--- config.mk ---
export PLATFORM = sky130hd
export DESIGN_NAME = cfr_pa
export DESIGN_NICKNAME = d
export VERILOG_FILES = /design/src/rtl/cfr_pa_pkg.sv /design/src/rtl/cfr_pa_slot.sv /design/src/rtl/cfr_pa.sv
export SDC_FILE = /design/constraint.sdc
export NUM_CORES = 1
export LEC_CHECK = 0
export CAP_MARGIN = 5
export CORE_MARGIN = 4
export CORE_UTILIZATION = 54
export CTS_CLUSTER_DIAMETER = 30
export CTS_CLUSTER_SIZE = 30
export DETAILED_ROUTE_END_ITERATION = 10
export GPL_ROUTABILITY_DRIVEN = 0
export PLACE_DENSITY = 0.86
export SKIP_LAST_GASP = 1
export SYNTH_ARGS = -nofsm -noshare
export SYNTH_HDL_FRONTEND = slang
export SYNTH_SLANG_ARGS = --single-unit
--- constraint.sdc ---
create_clock -name clk -period 8.1 [get_ports clk]
set_input_delay 2.43 -clock clk [delete_from_list [all_inputs] [get_ports clk]]
set_output_delay 2.43 -clock clk [all_outputs]
set_load 0.02 [all_outputs]
--- src/rtl/cfr_pa_pkg.sv ---
// cfr_pkg: definitions shared by the CFR peak allocator.
//   - Default values of the cfr_pa parameters.
//   - slot_cnt_width(): width of a slot counter that holds PULSE_LEN.
//   - SLOT_CNT_W: slot counter width for the default PULSE_LEN.
//   - peak_t: a peak record {r, theta, phase}. Its fields use the default
//     DATA_WIDTH/ITERATIONS, so cfr_pa must be built at those widths.
package cfr_pkg;

  localparam int DEF_ITERATIONS = 7;
  localparam int DEF_DATA_WIDTH = 16;
  localparam int DEF_PULSE_LEN  = 64;

  function automatic int slot_cnt_width(input int pulse_len);
    return $clog2(pulse_len + 1);
  endfunction

  localparam int SLOT_CNT_W = $clog2(DEF_PULSE_LEN + 1);

  typedef struct packed {
    logic [DEF_DATA_WIDTH:0] r;
    logic [DEF_ITERATIONS:0] theta;
    logic                    phase;
  } peak_t;

endpackage

--- src/rtl/cfr_pa_slot.sv ---
// cfr_pa_slot: busy timer for one cancellation pulse generator slot.
// Ports:
//   clk, rst   - clock and synchronous active-high reset
//   start      - loads the counter with PULSE_LEN
//   busy       - the counter is non-zero
//   idle_next  - the counter will read 0 next cycle if no start arrives,
//                so a start issued on the next edge is legal
module cfr_pa_slot
  import cfr_pkg::*;
#(
  parameter int PULSE_LEN = DEF_PULSE_LEN,
  parameter int CNT_W     = SLOT_CNT_W
) (
  input  logic clk,
  input  logic rst,
  input  logic start,
  output logic busy,
  output logic idle_next
);

  localparam logic [CNT_W-1:0] LOAD_VAL = CNT_W'(PULSE_LEN);

  logic [CNT_W-1:0] cnt_q, cnt_d;

  always_comb begin
    cnt_d = cnt_q;
    if (start) begin
      cnt_d = LOAD_VAL;
    end else if (cnt_q != '0) begin
      cnt_d = cnt_q - 1'b1;
    end
  end

  always_ff @(posedge clk) begin
    if (rst) begin
      cnt_q <= '0;
    end else begin
      cnt_q <= cnt_d;
    end
  end

  assign busy = (cnt_q != '0);

  // The start register and the counter load on the same edge. A slot whose
  // counter shows 1 reaches 0 exactly PULSE_LEN cycles after its previous
  // start, so that is the cycle in which it may start again.
  assign idle_next = (cnt_q <= CNT_W'(1));

endmodule

--- src/rtl/cfr_pa.sv ---
// cfr_pa: peak-to-CPG allocator for crest factor reduction.
// Stage 1 qualifies the incoming peak and computes the clipped amplitude.
// Stage 2 hands the peak to the lowest free slot, or drops it if every slot
// is busy. cpg_start follows peak_valid by exactly 2 cycles.
// Ports:
//   clk, rst                      - clock and synchronous active-high reset
//   peak_r/theta/phase/valid      - detected peak (magnitude, angle, sample phase)
//   cpg_start                     - one-hot start strobe to a slot
//   cpg_amp/theta/phase           - pulse parameters, zero when no start
//   ctrl_enable                   - allocation enable
//   ctrl_pd_threshold             - peak detection threshold
//   ctrl_clipping_threshold       - clipping level subtracted from peak_r
//   stat_busy                     - per-slot busy flags
//   stat_drop_cnt, stat_drop_clr  - saturating count of dropped peaks, and its clear
// Build option: define CFR_PA_DROP_CNT_EN to include the drop counter. Without
// it, stat_drop_cnt reads 0 and stat_drop_clr has no effect.
module cfr_pa
  import cfr_pkg::*;
#(
  parameter int ITERATIONS = 7,
  parameter int DATA_WIDTH = 16,
  parameter int NUM_CPG    = 4,
  parameter int PULSE_LEN  = 64
) (
  input  logic                clk,
  input  logic                rst,
  input  logic [DATA_WIDTH:0] peak_r,
  input  logic [ITERATIONS:0] peak_theta,
  input  logic                peak_phase,
  input  logic                peak_valid,
  output logic [NUM_CPG-1:0]  cpg_start,
  output logic [DATA_WIDTH:0] cpg_amp,
  output logic [ITERATIONS:0] cpg_theta,
  output logic                cpg_phase,
  input  logic                ctrl_enable,
  input  logic [DATA_WIDTH:0] ctrl_pd_threshold,
  input  logic [DATA_WIDTH:0] ctrl_clipping_threshold,
  output logic [NUM_CPG-1:0]  stat_busy,
  output logic [15:0]         stat_drop_cnt,
  input  logic                stat_drop_clr
);

  localparam int CNT_W = slot_cnt_width(PULSE_LEN);

  logic                s1_valid_q, s1_valid_d;
  peak_t               s1_peak_q, s1_peak_d;
  logic [DATA_WIDTH:0] amp;

  logic [NUM_CPG-1:0]  cpg_start_q, cpg_start_d;
  logic [DATA_WIDTH:0] cpg_amp_q, cpg_amp_d;
  logic [ITERATIONS:0] cpg_theta_q, cpg_theta_d;
  logic                cpg_phase_q, cpg_phase_d;

  logic [NUM_CPG-1:0]  slot_idle_next;
  logic                found;
  logic                drop;

  // Stage 1: qualify the peak and clip it. A peak at or below the clipping
  // level has nothing to cancel; it is discarded here and never counted as a drop.
  always_comb begin
    amp        = '0;
    s1_valid_d = 1'b0;
    s1_peak_d  = '0;
    if (peak_r > ctrl_clipping_threshold) begin
      amp = peak_r - ctrl_clipping_threshold;
    end
    if (peak_valid && ctrl_enable && (peak_r > ctrl_pd_threshold) && (amp != '0)) begin
      s1_valid_d      = 1'b1;
      s1_peak_d.r     = amp;
      s1_peak_d.theta = peak_theta;
      s1_peak_d.phase = peak_phase;
    end
  end

  // Stage 2: the lowest-index slot that is free in the start cycle wins.
  always_comb begin
    cpg_start_d = '0;
    cpg_amp_d   = '0;
    cpg_theta_d = '0;
    cpg_phase_d = 1'b0;
    found       = 1'b0;
    for (int i = 0; i < NUM_CPG; i++) begin
      if (s1_valid_q && !found && slot_idle_next[i]) begin
        cpg_start_d[i] = 1'b1;
        found          = 1'b1;
      end
    end
    if (found) begin
      cpg_amp_d   = s1_peak_q.r;
      cpg_theta_d = s1_peak_q.theta;
      cpg_phase_d = s1_peak_q.phase;
    end
    drop = s1_valid_q && !found;
  end

  always_ff @(posedge clk) begin
    if (rst) begin
      s1_valid_q  <= 1'b0;
      s1_peak_q   <= '0;
      cpg_start_q <= '0;
      cpg_amp_q   <= '0;
      cpg_theta_q <= '0;
      cpg_phase_q <= 1'b0;
    end else begin
      s1_valid_q  <= s1_valid_d;
      s1_peak_q   <= s1_peak_d;
      cpg_start_q <= cpg_start_d;
      cpg_amp_q   <= cpg_amp_d;
      cpg_theta_q <= cpg_theta_d;
      cpg_phase_q <= cpg_phase_d;
    end
  end

  assign cpg_start = cpg_start_q;
  assign cpg_amp   = cpg_amp_q;
  assign cpg_theta = cpg_theta_q;
  assign cpg_phase = cpg_phase_q;

  // Each slot loads on the same edge that raises its cpg_start bit.
  for (genvar i = 0; i < NUM_CPG; i++) begin : g_slot
    cfr_pa_slot #(
      .PULSE_LEN (PULSE_LEN),
      .CNT_W     (CNT_W)
    ) u_slot (
      .clk       (clk),
      .rst       (rst),
      .start     (cpg_start_d[i]),
      .busy      (stat_busy[i]),
      .idle_next (slot_idle_next[i])
    );
  end

`ifdef CFR_PA_DROP_CNT_EN
  logic [15:0] drop_cnt_q, drop_cnt_d;

  // A clear wins over an increment in the same cycle.
  always_comb begin
    drop_cnt_d = drop_cnt_q;
    if (stat_drop_clr) begin
      drop_cnt_d = '0;
    end else if (drop && (drop_cnt_q != 16'hFFFF)) begin
      drop_cnt_d = drop_cnt_q + 16'd1;
    end
  end

  always_ff @(posedge clk) begin
    if (rst) begin
      drop_cnt_q <= '0;
    end else begin
      drop_cnt_q <= drop_cnt_d;
    end
  end

  assign stat_drop_cnt = drop_cnt_q;
`else
  logic unused_drop;
  assign unused_drop   = drop ^ stat_drop_clr;
  assign stat_drop_cnt = '0;
`endif

endmodule

After elaboration in Yosys (flattened, before gate mapping). Index checks and enable logic that the tools add are counted.

Add/sub/neg operators: 5. Muxes and demuxes: 17. $lt $le $gt $ge: 6. Reductions and logical operators: 28. Bitwise logic cells: 2.

Operators by type and width (number): $mux 7 (8); $gt 17x17->1 (2); $le 7x1->1 const B (4); $reduce_bool 7->1 (4); $sub 7x1->7 const B (4); $mux 17 (1); $reduce_bool 17->1 (1); $sub 17x17->17 (1); $reduce_or 2->1 (6); $logic_and 1x1->1 (10); $mux 1 (8); $reduce_bool 2->1 (4); $logic_not 1->1 (3); $not 1->1 (2).

Bits in registers: 85. Output and inout bits: 50. Bits of input ports: 65. Word-level logic and storage cells: 74.

Logic depth before layout (Yosys ltp). Gate-level depths: netlist (run 1).

Depth after elaboration: 17. Mapped depth: 12. Mapped depth without buffers: 11.

Hierarchy. From an unflattened synthesis (run 1), not the netlist that was laid out.

Cells, all modules: 562. Area, all modules: 5014.8 um2.

By module, submodules not included: cfr_pa (instances 1, cells each 390, sequential area each 1141.1 um2, area each 3438.3 um2); cfr_pa_slot (instances 4, cells each 43, sequential area each 140.1 um2, area each 394.1 um2).

Least setup slack after synthesis (run 1). Ideal clock, no wire load.

Kind: in2reg. Start point: in peak_r[0]. End point: reg s1_peak_q[0] in the netlist's numbering. Path slack: 3.009 ns. Stages on the path: 11. Required time: 7.965 ns. Data arrival time: 4.957 ns. Path buffers: 0. Cell sequence: inv_1 -> ha_1 -> inv_1 -> fa_1 -> a21o_2 -> a221o_1 -> a221o_1 -> a211oi_2 -> o221ai_2 -> nor4_4 -> a21oi_1.

Longest elaborated chain between the ends: 6.

RTL lines: start: declaration (line cfr_pa.sv:27) `input logic [DATA_WIDTH:0] peak_r,`; $sub 17x17->17 / $gt 17x17->1 (equally long branches) (line cfr_pa.sv:65, cfr_pa.sv:64); $mux 17 (line cfr_pa.sv:64) `if (peak_r > ctrl_clipping_threshold) begin`; $reduce_bool 17->1 (line cfr_pa.sv:67) `if (peak_valid && ctrl_enable && (peak_r > ctrl_pd_threshold) && (amp != '0)) begin`; $logic_and 1x1->1 (*) (line cfr_pa.sv:67); $not 1->1 (no line) (*); $reduce_or 2->1 (no line) (*); end signal: assignment (line cfr_pa.sv:106) `s1_peak_q <= s1_peak_d;`; end: declaration (line cfr_pa.sv:46) `peak_t s1_peak_q, s1_peak_d;`.

Every way passes the cells marked *; elsewhere a longest branch is shown, timed or not. A chain may end at the register's enable or synchronous reset.

Worst setup path after layout (run 1).
Start point: in peak_r[0]. End point: reg s1_peak_q[7] in the netlist's numbering.

Same word-level chain as after synthesis.

==> results of run 1 <==
final cells by class:
class                           count  area (um2)  share of cell area
Sequential cell                    85        1702              0.2936
Inverter                           51       191.4             0.03303
Timing Repair Buffer               98       978.4              0.1688
Clock buffer                        9       123.9             0.02137
Clock inverter                      7       77.57             0.01339
Tap cell                          105       131.4             0.02267
Multi-Input combinational cell    388        2591              0.4471
sequential cells by signal (all words and copies together) (netlist names):
signal and count:
g_slot.u_slot.cnt_q 28, s1_valid_q 1, cpg_amp 17, s1_peak_q 26
cpg_theta 8, cpg_phase 1, cpg_start 4
layout by cell type (no fill, tap or decap), types with 2 or more instances in the layout:
cell             instances
inv_1                   51
and3_1                   9
inv_6                    4
a31oi_1                  3
clkdlybuf4s50_1         97
nand3_1                 17
nor2_1                  54
a21oi_1                 44
or3_1                    2
a21o_2                   4
xor2_1                  11
o31ai_1                  3
a211oi_1                 3
nand3b_1                 3
nor2b_1                  3
a2111oi_0                2
o311ai_0                 5
nor4_1                   5
o21ai_0                 12
nand2b_1                 4
and2_1                  30
dfxtp_1                 85
nand4_1                  7
o2111ai_1                8
xnor2_1                 19
clkbuf_8                 9
nor3b_1                  3
conb_1                  16
nor3_1                  13
ha_1                    43
a221o_1                  2
nand2_1                 28
a32oi_1                  2
a21o_1                  10
o21a_1                   5
report_power, final:
group | total (mW) | internal (mW) | leakage (nW) | switching [mW]
clock network | 0.299 | 0.146 | 0.101 | 0.153
registers | 0.536 | 0.478 | 0.690 | 0.0578
logic | 0.568 | 0.249 | 1.74 | 0.319
kinds of logic (layout without fill, tap and decap cells):
logic type	Yosys count	count (layout)	share of synthesized area
buffers and inverters	86	165	0.09755
XOR/XNOR	30	30	0.05597
AND/OR/NAND/NOR	183	183	0.1986
adder cells (fa/ha/maj)	44	44	0.1189
flip-flops	85	85	0.3625
other	1	16	0.0007988
AO/OA/AOI/OAI	115	115	0.1658
worst min path at each step:
stage                                         from                      end  slack (ns)  cells after the start
after floorplan            s1_peak_q[9]$_SDFF_PP0_    cpg_amp[0]$_SDFF_PP0_        0.41                      1
after global placement     s1_peak_q[4]$_SDFF_PP0_  cpg_theta[3]$_SDFF_PP0_        0.41                      1
after detailed placement   s1_peak_q[5]$_SDFF_PP0_  cpg_theta[4]$_SDFF_PP0_        0.41                      1
after CTS                 s1_peak_q[15]$_SDFF_PP0_    cpg_amp[6]$_SDFF_PP0_        0.43                      1
after global routing      s1_peak_q[15]$_SDFF_PP0_    cpg_amp[6]$_SDFF_PP0_        0.44                      1
final                     s1_peak_q[18]$_SDFF_PP0_    cpg_amp[9]$_SDFF_PP0_        0.43                      1
metal layers:
layer / part of all wire / routed length [um]
met1: 0.42 / 4335
met2: 0.51 / 5350
met3: 0.057 / 590
met4: 0.016 / 166
met5: 0 / 0
worst register-to-register path, delay by kind of cell, from the launching register on:
family                 cells  cell delay [ns]
AND/OR/NAND/NOR            3             0.89
AO/OA/AOI/OAI              2             0.46
flip-flops                 1             0.35
buffers and inverters      2             0.32
through the flow:
stage	utilization	hold slack [ns]	worst slack, ns	power (mW)
6_report	0.6949	0.4290	2.514	1.402
5_1_grt	0.6949	0.4431	2.323	1.505
4_1_cts	0.6949	0.4320	2.531	1.405
3_5_place_dp	0.6707	0.4107	2.151	1.101
3_3_place_gp	0.6707	0.4110	2.235	1.069
2_1_floorplan	-	0.4057	3.009	0.9758
==> out/qor.yml, run 1 <==
outcome:
  status: "finished clean"
grt:
  grtUsageMet2: 0.3717
  grt_first_pass_wirelength_um: 17080
  grt_max_degree: 27
  antenna_found_initial: 0
  top_usage_layer: "met2"
  use_met3: 0.03788
  gr-total-overflow: 0
  grt_pass1_vias: 3855
  grt_use_met1: 0.2433
  track_usage: 0.2055
synth:
  async_flop_share: 0
  ys_warn_count: 0
  syn_avg_cell_area_um2: 8.630
  ys_types: 56
  synth_common_cells: "dfxtp_1 (85), nor2_1 (54), inv_1 (51)"
  ys_top_cells_by_area: "dfxtp_1 (36%), ha_1 (11%), a21oi_1 (4.7%)"
  seq_area_frac_synth: 0.3625
  synth_edf_count: 0
  syn_inst: 544
  synth.top_cell.area_share: 0.3625
  synth_ff_type: "dfxtp_1"
  synth_most_common_cell: "dfxtp_1"
  ys_ff_latch: 85
  yosysTopAreaCell: "dfxtp_1"
  syn_area_um2: 4695
placement:
  post-place-cells: 727
  hpwlAfterDp_um: 8470
  dpl_cell_area_um2: 5594
  portBuffers: 97
sta:
  slew_headroom: 0.2540
  min_period_ns: 5.586
  worst_pin_slew_ns: 1.119
  timing.final.crit_share: 0.6896
  drv_slew: 0
  finalSetupViolCount: 0
  rsz0062_at_grt: "no"
  hold_violations: 0
  skew_ns: 0.01399
  finalSetupTns_ns: 0
  fmax_mhz: 179.0
critical_path:
  cp-startpoint: "peak_r[0]"
  ff2ff_path_depth: 7
  critPathMaxFanout: 10
  arrival_ns: 5.81
  rr_startpoint: "g_slot[1].u_slot.cnt_q[2]$_SDFFE_PP0P_"
  cp_slowest_stage_delay_ns: 0.59
  crit_path_end: "s1_peak_q[7]$_SDFF_PP0_"
  r2r_end: "cpg_amp[5]$_SDFF_PP0_"
  crit_family: "compound AO/OA/AOI/OAI gates"
  cp.depth: 12
  slowest_stage: "nor4_4"
  crit_buf_inv: 3
  required_ns: 8.32
  start_kind: "input port"
  end_kind: "register"
  crit_type: "in2reg"
  ff2ff_setup_slack_ns: 6.02
  cp_cell_sequence: "clkdlybuf4s50_1 > inv_1 > ha_1 > inv_1 > fa_1 > a21o_2 > a221o_1 > a221o_1 > a211oi_2 > o221ai_2 > nor4_4 > a21oi_1"
clocking:
  cts_made_buffers: 9
  tritoncts: "built"
  cts_buffer_depth: 2
  clk_root_buffer_cell: "clkbuf_8"
  post-cts-setup-buffer-count: 0
  clk_transition_reported_paths_ns: 0.09
  htreeDepth: 3
  clock-sinks: 85
  cts_hold_buf: 0
  clk_latency_ns: 0.35
  ctsResizeCount: 0
floorplan:
  num_io_pins: 115
  die_x_um: 101.2
  die_h_um: 101.2
  core_um2: 8341
  die_area_um2: 10250
  initial_core_util: 0.5629
  row_count: 33
drt:
  drtIter0Drc: 181
  drt_wl_total_um: 10440
  viasPerCell: 5.439
  vias: 4041
  ant_nets: 0
  wl_per_cell_um: 14.05
  drc: 0
  first_pass_iters: 4
layout:
  fillCellCount: 658
  drive_above_1_share: 0.04545
  diodes: 0
  num-nets-final: 742
  instances_no_fill: 743
  final_area_um2: 5796
  syn2layout_area_growth_pct: 23.45
power_and_ir_drop:
  p_per_area_nw_per_um2: 242.0
  ir_worst_vdd_uv: 119.9
  leakage_nw: 2.527
flow_run:
  maxCapViolations: 0
hold_path:
  min_path_type: "reg2reg"
No activity file was read; power rests on OpenSTA's default activity.
==> inputs of run 2 (changes only) <==
--- a/config.mk
+++ b/config.mk
@@ -7,12 +7,12 @@
 export LEC_CHECK = 0
 export CAP_MARGIN = 5
 export CORE_MARGIN = 4
-export CORE_UTILIZATION = 54
+export CORE_UTILIZATION = 45
 export CTS_CLUSTER_DIAMETER = 30
 export CTS_CLUSTER_SIZE = 30
 export DETAILED_ROUTE_END_ITERATION = 10
 export GPL_ROUTABILITY_DRIVEN = 0
-export PLACE_DENSITY = 0.86
+export PLACE_DENSITY = 0.77
 export SKIP_LAST_GASP = 1
 export SYNTH_ARGS = -nofsm -noshare
 export SYNTH_HDL_FRONTEND = slang
==> constraint.sdc (replaced) <==
create_clock -name clk -period 5.1 [get_ports clk]
set_input_delay 1.53 -clock clk [delete_from_list [all_inputs] [get_ports clk]]
set_output_delay 1.53 -clock clk [all_outputs]
set_load 0.02 [all_outputs]
==> run 2 against run 1 <==
  * Clock-buffer cell count stayed put
  * Register-to-register slack worse by 3.0 ns
  * Worst hold slack hardly changed
  * Final cell count is 4.6% higher
  * Global-route usage is 3.4 points lower
  * Total power is 56% higher
  * Clock skew is 0.0025 ns higher
  * Via count is 0.84% lower
  * Largest power group unchanged
==> out/qor.yml, run 2 (synthesis results as in run 1) <==
outcome:
  status: "finished clean"
drt:
  first_pass_iters: 4
  drtIter0Drc: 160
  drt_wl_total_um: 10420
  wl_per_cell_um: 13.42
  drc: 0
  vias: 4007
  viasPerCell: 5.157
  ant_nets: 0
layout:
  final_area_um2: 5847
  regMostFlops: "g_slot.u_slot.cnt_q"
  fillCellCount: 940
  largest_reg_flops: 28
  final_cell_mix: "clkdlybuf4s50_1 (97), dfxtp_1 (85), nor2_1 (54), inv_1 (51), a21oi_1 (44)"
  diodes: 0
  final_common_cell: "clkdlybuf4s50_1"
  syn2layout_area_growth_pct: 24.55
  drive_above_1_share: 0.04992
  num-nets-final: 745
grt:
  grt_pass1_vias: 3943
  grt_first_pass_wirelength_um: 16890
  gr-total-overflow: 0
  antenna_found_initial: 0
  track_usage: 0.1719
  grt_max_degree: 27
placement:
  portBuffers: 97
  hpwlAfterDp_um: 8561
  dpl_cell_area_um2: 5655
sta:
  worst_pin_slew_ns: 1.127
  fmax_mhz: 221.9
  rsz0062_at_grt: "no"
  slew_headroom: 0.2484
  finalSetupViolCount: 0
  hold_violations: 0
  min_period_ns: 4.507
  drv_slew: 0
  skew_ns: 0.01645
  timing.final.crit_share: 0.8838
  finalSetupTns_ns: 0
hold_path:
  hold_path_startpoint: "s1_peak_q[13]$_SDFF_PP0_"
  min_path_type: "reg2reg"
critical_path:
  cp-startpoint: "peak_r[0]"
  arrival_ns: 4.73
  start_kind: "input port"
  rr_startpoint: "g_slot[0].u_slot.cnt_q[2]$_SDFFE_PP0P_"
  crit_type: "in2reg"
  critPathMaxFanout: 10
  end_kind: "register"
  required_ns: 5.32
clocking:
  cts_buffer_depth: 2
  cts_hold_buf: 0
  clock-sinks: 85
  clk_latency_ns: 0.36
  clk_transition_reported_paths_ns: 0.09
  cts_made_buffers: 9
  htreeDepth: 3
  clk_root_buffer_cell: "clkbuf_8"
  tritoncts: "built"
  ctsResizeCount: 0
  post-cts-setup-buffer-count: 0
flow_run:
  maxCapViolations: 0
power_and_ir_drop:
  ir_worst_vdd_uv: 191.5
  leakage_nw: 2.529
  p_per_area_nw_per_um2: 374.2
floorplan:
  row_count: 37
  die_h_um: 110.1
  die_area_um2: 12130
  num_io_pins: 115
  die_x_um: 110.1
  core_um2: 10230
  initial_core_util: 0.4588
[run 2: cell types whose count changed in the layout (fill, tap and decap cells not counted), sizes merged]
cell      change
inv           -1
clkinvlp      +2
buf           +3
bufinv        -1
[run 2: worst max-delay path: stages]
cell and delay (ns):
clkdlybuf4s50_1 0.40, inv_1 0.09, ha_1 0.21, inv_1 0.07, fa_1 0.40, a21o_2 0.22, a221o_1 0.37, a221o_1 0.39
a211oi_2 0.32, o221ai_2 0.16, nor4_4 0.28, buf_4 0.21, a21oi_1 0.08
[run 2: path summary, 6_finish.rpt]
kind / slack [ns] / cells after the start / to
setup / recovery: 0.59 / 13 / s1_valid_q$_SDFF_PP0_
hold / removal: 0.43 / 1 / cpg_amp[4]$_SDFF_PP0_
setup reg to reg: 2.98 / 7 / cpg_amp[16]$_SDFF_PP0_
hold reg to reg: 0.43 / 1 / cpg_amp[4]$_SDFF_PP0_
[run 2: metrics by stage]
stage | std cells | utilization | worst slack (ns) | power (mW) | hold WS [ns]
after floorplan | 559 | - | 0.9086 | 1.550 | 0.4057
after global placement | 761 | 0.5528 | 0.2847 | 1.703 | 0.4112
after detailed placement | 761 | 0.5528 | 0.2321 | 1.750 | 0.4122
after CTS | 777 | 0.5715 | 0.6165 | 2.200 | 0.4324
after global routing | 777 | 0.5715 | 0.3463 | 2.350 | 0.4483
final | 777 | 0.5715 | 0.5928 | 2.188 | 0.4294
[run 2: metal layers]
layer | share of wire | up-vias | wire length [um] | global-route usage
met5 | 0 | - | 0 | 0
met4 | 0.020 | 0 | 208 | 0.07036
met3 | 0.057 | 14 | 591 | 0.03145
met2 | 0.50 | 111 | 5223 | 0.3098
met1 | 0.42 | 1859 | 4400 | 0.1996
li1 | - | 2023 | - | -
[run 2: report_power, final]
group / switching [mW] / total, mW / internal (mW)
Clock: 0.256 / 0.444 / 0.187
Combinational: 0.500 / 0.896 / 0.396
Sequential: 0.0892 / 0.848 / 0.759
Total: 0.846 / 2.19 / 1.34
[run 2: cell type report]
type / instances / area [um2] / share of cell area
timing repair buffer: 101 / 1001 / 0.1712
tap: 136 / 170.2 / 0.02910
multi-input combinational: 388 / 2591 / 0.4432
clock buffer: 9 / 123.9 / 0.02119
sequential: 85 / 1702 / 0.2910
inverter: 51 / 191.4 / 0.03274
clock inverter: 7 / 67.56 / 0.01156
==> inputs of run 3 (changes only) <==
--- a/config.mk
+++ b/config.mk
@@ -6,7 +6,7 @@
 export NUM_CORES = 1
 export LEC_CHECK = 0
 export CAP_MARGIN = 5
-export CORE_MARGIN = 4
+export CORE_MARGIN = 5
 export CORE_UTILIZATION = 45
 export CTS_CLUSTER_DIAMETER = 30
 export CTS_CLUSTER_SIZE = 30
==> run 3 against run 2 <==
  * Clock-buffer cell count unchanged
  * Clock skew down 0.0020 ns
  * Critical endpoint is now s1_peak_q[1]$_SDFF_PP0_
  * Final cell count down 0.13%
  * Utilization about the same
  * Worst hold slack about the same
  * Global-route usage down 1.0 points
  * Die area up 3.7%
  * Critical path depth unchanged
==> out/qor.yml, run 3 (synthesis results as in run 1) <==
sta:
  slew_headroom: 0.2747
  skew_ns: 0.01443
  finalSetupTns_ns: 0
  rsz0062_at_grt: "no"
  hold_violations: 0
  min_period_ns: 4.508
  fmax_mhz: 221.8
  finalSetupViolCount: 0
  worst_pin_slew_ns: 1.088
  timing.final.crit_share: 0.8840
  drv_slew: 0
hold_path:
  min_path_type: "reg2reg"
  hold_path_startpoint: "s1_peak_q[14]$_SDFF_PP0_"
  min_to: "cpg_amp[5]$_SDFF_PP0_"
  whs_path_depth: 1
floorplan:
  core_um2: 10230
  die_x_um: 112.1
  num_io_pins: 115
  die_h_um: 112.1
  die_area_um2: 12580
  row_count: 37
  initial_core_util: 0.4588
drt:
  vias: 3966
  drt_wl_total_um: 10380
  wl_per_cell_um: 13.37
  drc: 0
  ant_nets: 0
  first_pass_iters: 5
  drtIter0Drc: 193
  viasPerCell: 5.111
layout:
  largest_reg_flops: 28
  num-nets-final: 744
  final_common_cell: "clkdlybuf4s50_1"
  syn2layout_area_growth_pct: 24.65
  fin_util: 0.5720
  regMostFlops: "g_slot.u_slot.cnt_q"
  diodes: 0
  final_cell_mix: "clkdlybuf4s50_1 (97), dfxtp_1 (85), nor2_1 (54), inv_1 (51), a21oi_1 (44)"
  drive_above_1_share: 0.04844
clocking:
  cts_hold_buf: 0
  cts_buffer_depth: 2
  post-cts-setup-buffer-count: 0
  clk_latency_ns: 0.35
  clk_root_buffer_cell: "clkbuf_8"
  tritoncts: "built"
  ctsResizeCount: 0
  clk_transition_reported_paths_ns: 0.10
  cts_made_buffers: 9
  clock-sinks: 85
  htreeDepth: 3
power_and_ir_drop:
  p_per_area_nw_per_um2: 376.7
  leakage_nw: 2.537
  ir_worst_vdd_uv: 198.6
critical_path:
  r2r_end: "cpg_amp[3]$_SDFF_PP0_"
  required_ns: 5.33
  crit_type: "in2reg"
  arrival_ns: 4.73
  crit_buf_inv: 4
  crit_family: "compound AO/OA/AOI/OAI gates"
  rr_startpoint: "g_slot[1].u_slot.cnt_q[2]$_SDFFE_PP0P_"
  start_kind: "input port"
  cp_cell_sequence: "clkdlybuf4s50_1 > inv_1 > ha_1 > inv_1 > fa_1 > a21o_2 > a221o_1 > a221o_1 > a211oi_2 > o221ai_2 > nor4_4 > buf_4 > a21oi_1"
  critPathMaxFanout: 10
  cp_slowest_stage_delay_ns: 0.40
  slowest_stage: "clkdlybuf4s50_1"
  ff2ff_setup_slack_ns: 3.01
  end_kind: "register"
  ff2ff_path_depth: 7
grt:
  gr-total-overflow: 0
  grt_pass1_vias: 3902
  antenna_found_initial: 0
  track_usage: 0.1614
  grt_first_pass_wirelength_um: 17170
  grt_max_degree: 27
placement:
  hpwlAfterDp_um: 8608
  portBuffers: 97
flow_run:
  maxCapViolations: 0
outcome:
  status: "finished clean"
run 3: cell count changes in the layout (fill, tap and decap cells not counted):
cell,previous run,this run
clkinvlp_4,3,1
buf_4,4,3
clkinv_4,0,1
clkinv_8,1,2
inv_6,2,1
inv_8,1,2
run 3: per-layer routing:
layer,GRT usage,wire [um]
met1,0.1878,4434
met2,0.2936,5309
met3,0.03450,560
met4,0.05288,71
met5,0,0
run 3: worst max path at each step:
stage | from | to | slack (ns) | cells after the start
4_1_cts | peak_r[0] | s1_valid_q$_SDFF_PP0_ | 0.63 | 13
5_1_grt | peak_r[0] | s1_valid_q$_SDFF_PP0_ | 0.33 | 12
6_report | peak_r[0] | s1_peak_q[1]$_SDFF_PP0_ | 0.59 | 13
2_1_floorplan | peak_r[0] | s1_peak_q[0]$_SDFF_PP0_ | 0.91 | 11
3_5_place_dp | peak_r[0] | s1_peak_q[1]$_SDFF_PP0_ | 0.24 | 13
3_3_place_gp | peak_r[0] | s1_peak_q[1]$_SDFF_PP0_ | 0.29 | 13
run 3: area by class of cell:
type / instances / area [um2]
fill: 933 / 4379
multi-input combinational: 388 / 2591
sequential: 85 / 1702
timing repair buffer: 100 / 993.5
inverter: 51 / 191.4
tap: 136 / 170.2
clock buffer: 9 / 123.9
clock inverter: 7 / 80.08
run 3: worst reg2reg max path, delay by kind of cell, from the launching register on:
kind	cells	cell delay (ns)
AND/OR/NAND/NOR	3	0.92
buffers and inverters	2	0.31
AO/OA/AOI/OAI	2	0.46
flip-flops	1	0.35
run 3: stage by stage:
stage	setup slack, ns	cells	hold WS (ns)	power, mW	instance area (um2)
after floorplan	0.9086	559	0.4057	1.550	4751
after global placement	0.2895	760	0.4111	1.703	5648
after detailed placement	0.2418	760	0.4097	1.756	5648
after CTS	0.6315	776	0.4308	2.218	5852
after global routing	0.3286	776	0.4465	2.361	5852
final	0.5915	776	0.4298	2.204	5852
run 3: power by group:
| part | leakage, nW | internal (mW) | switching [mW] | total [mW] |
|---|---|---|---|---|
| clock network | 0.0994 | 0.194 | 0.262 | 0.456 |
| logic | 1.75 | 0.396 | 0.505 | 0.901 |
| registers | 0.690 | 0.759 | 0.0888 | 0.848 |
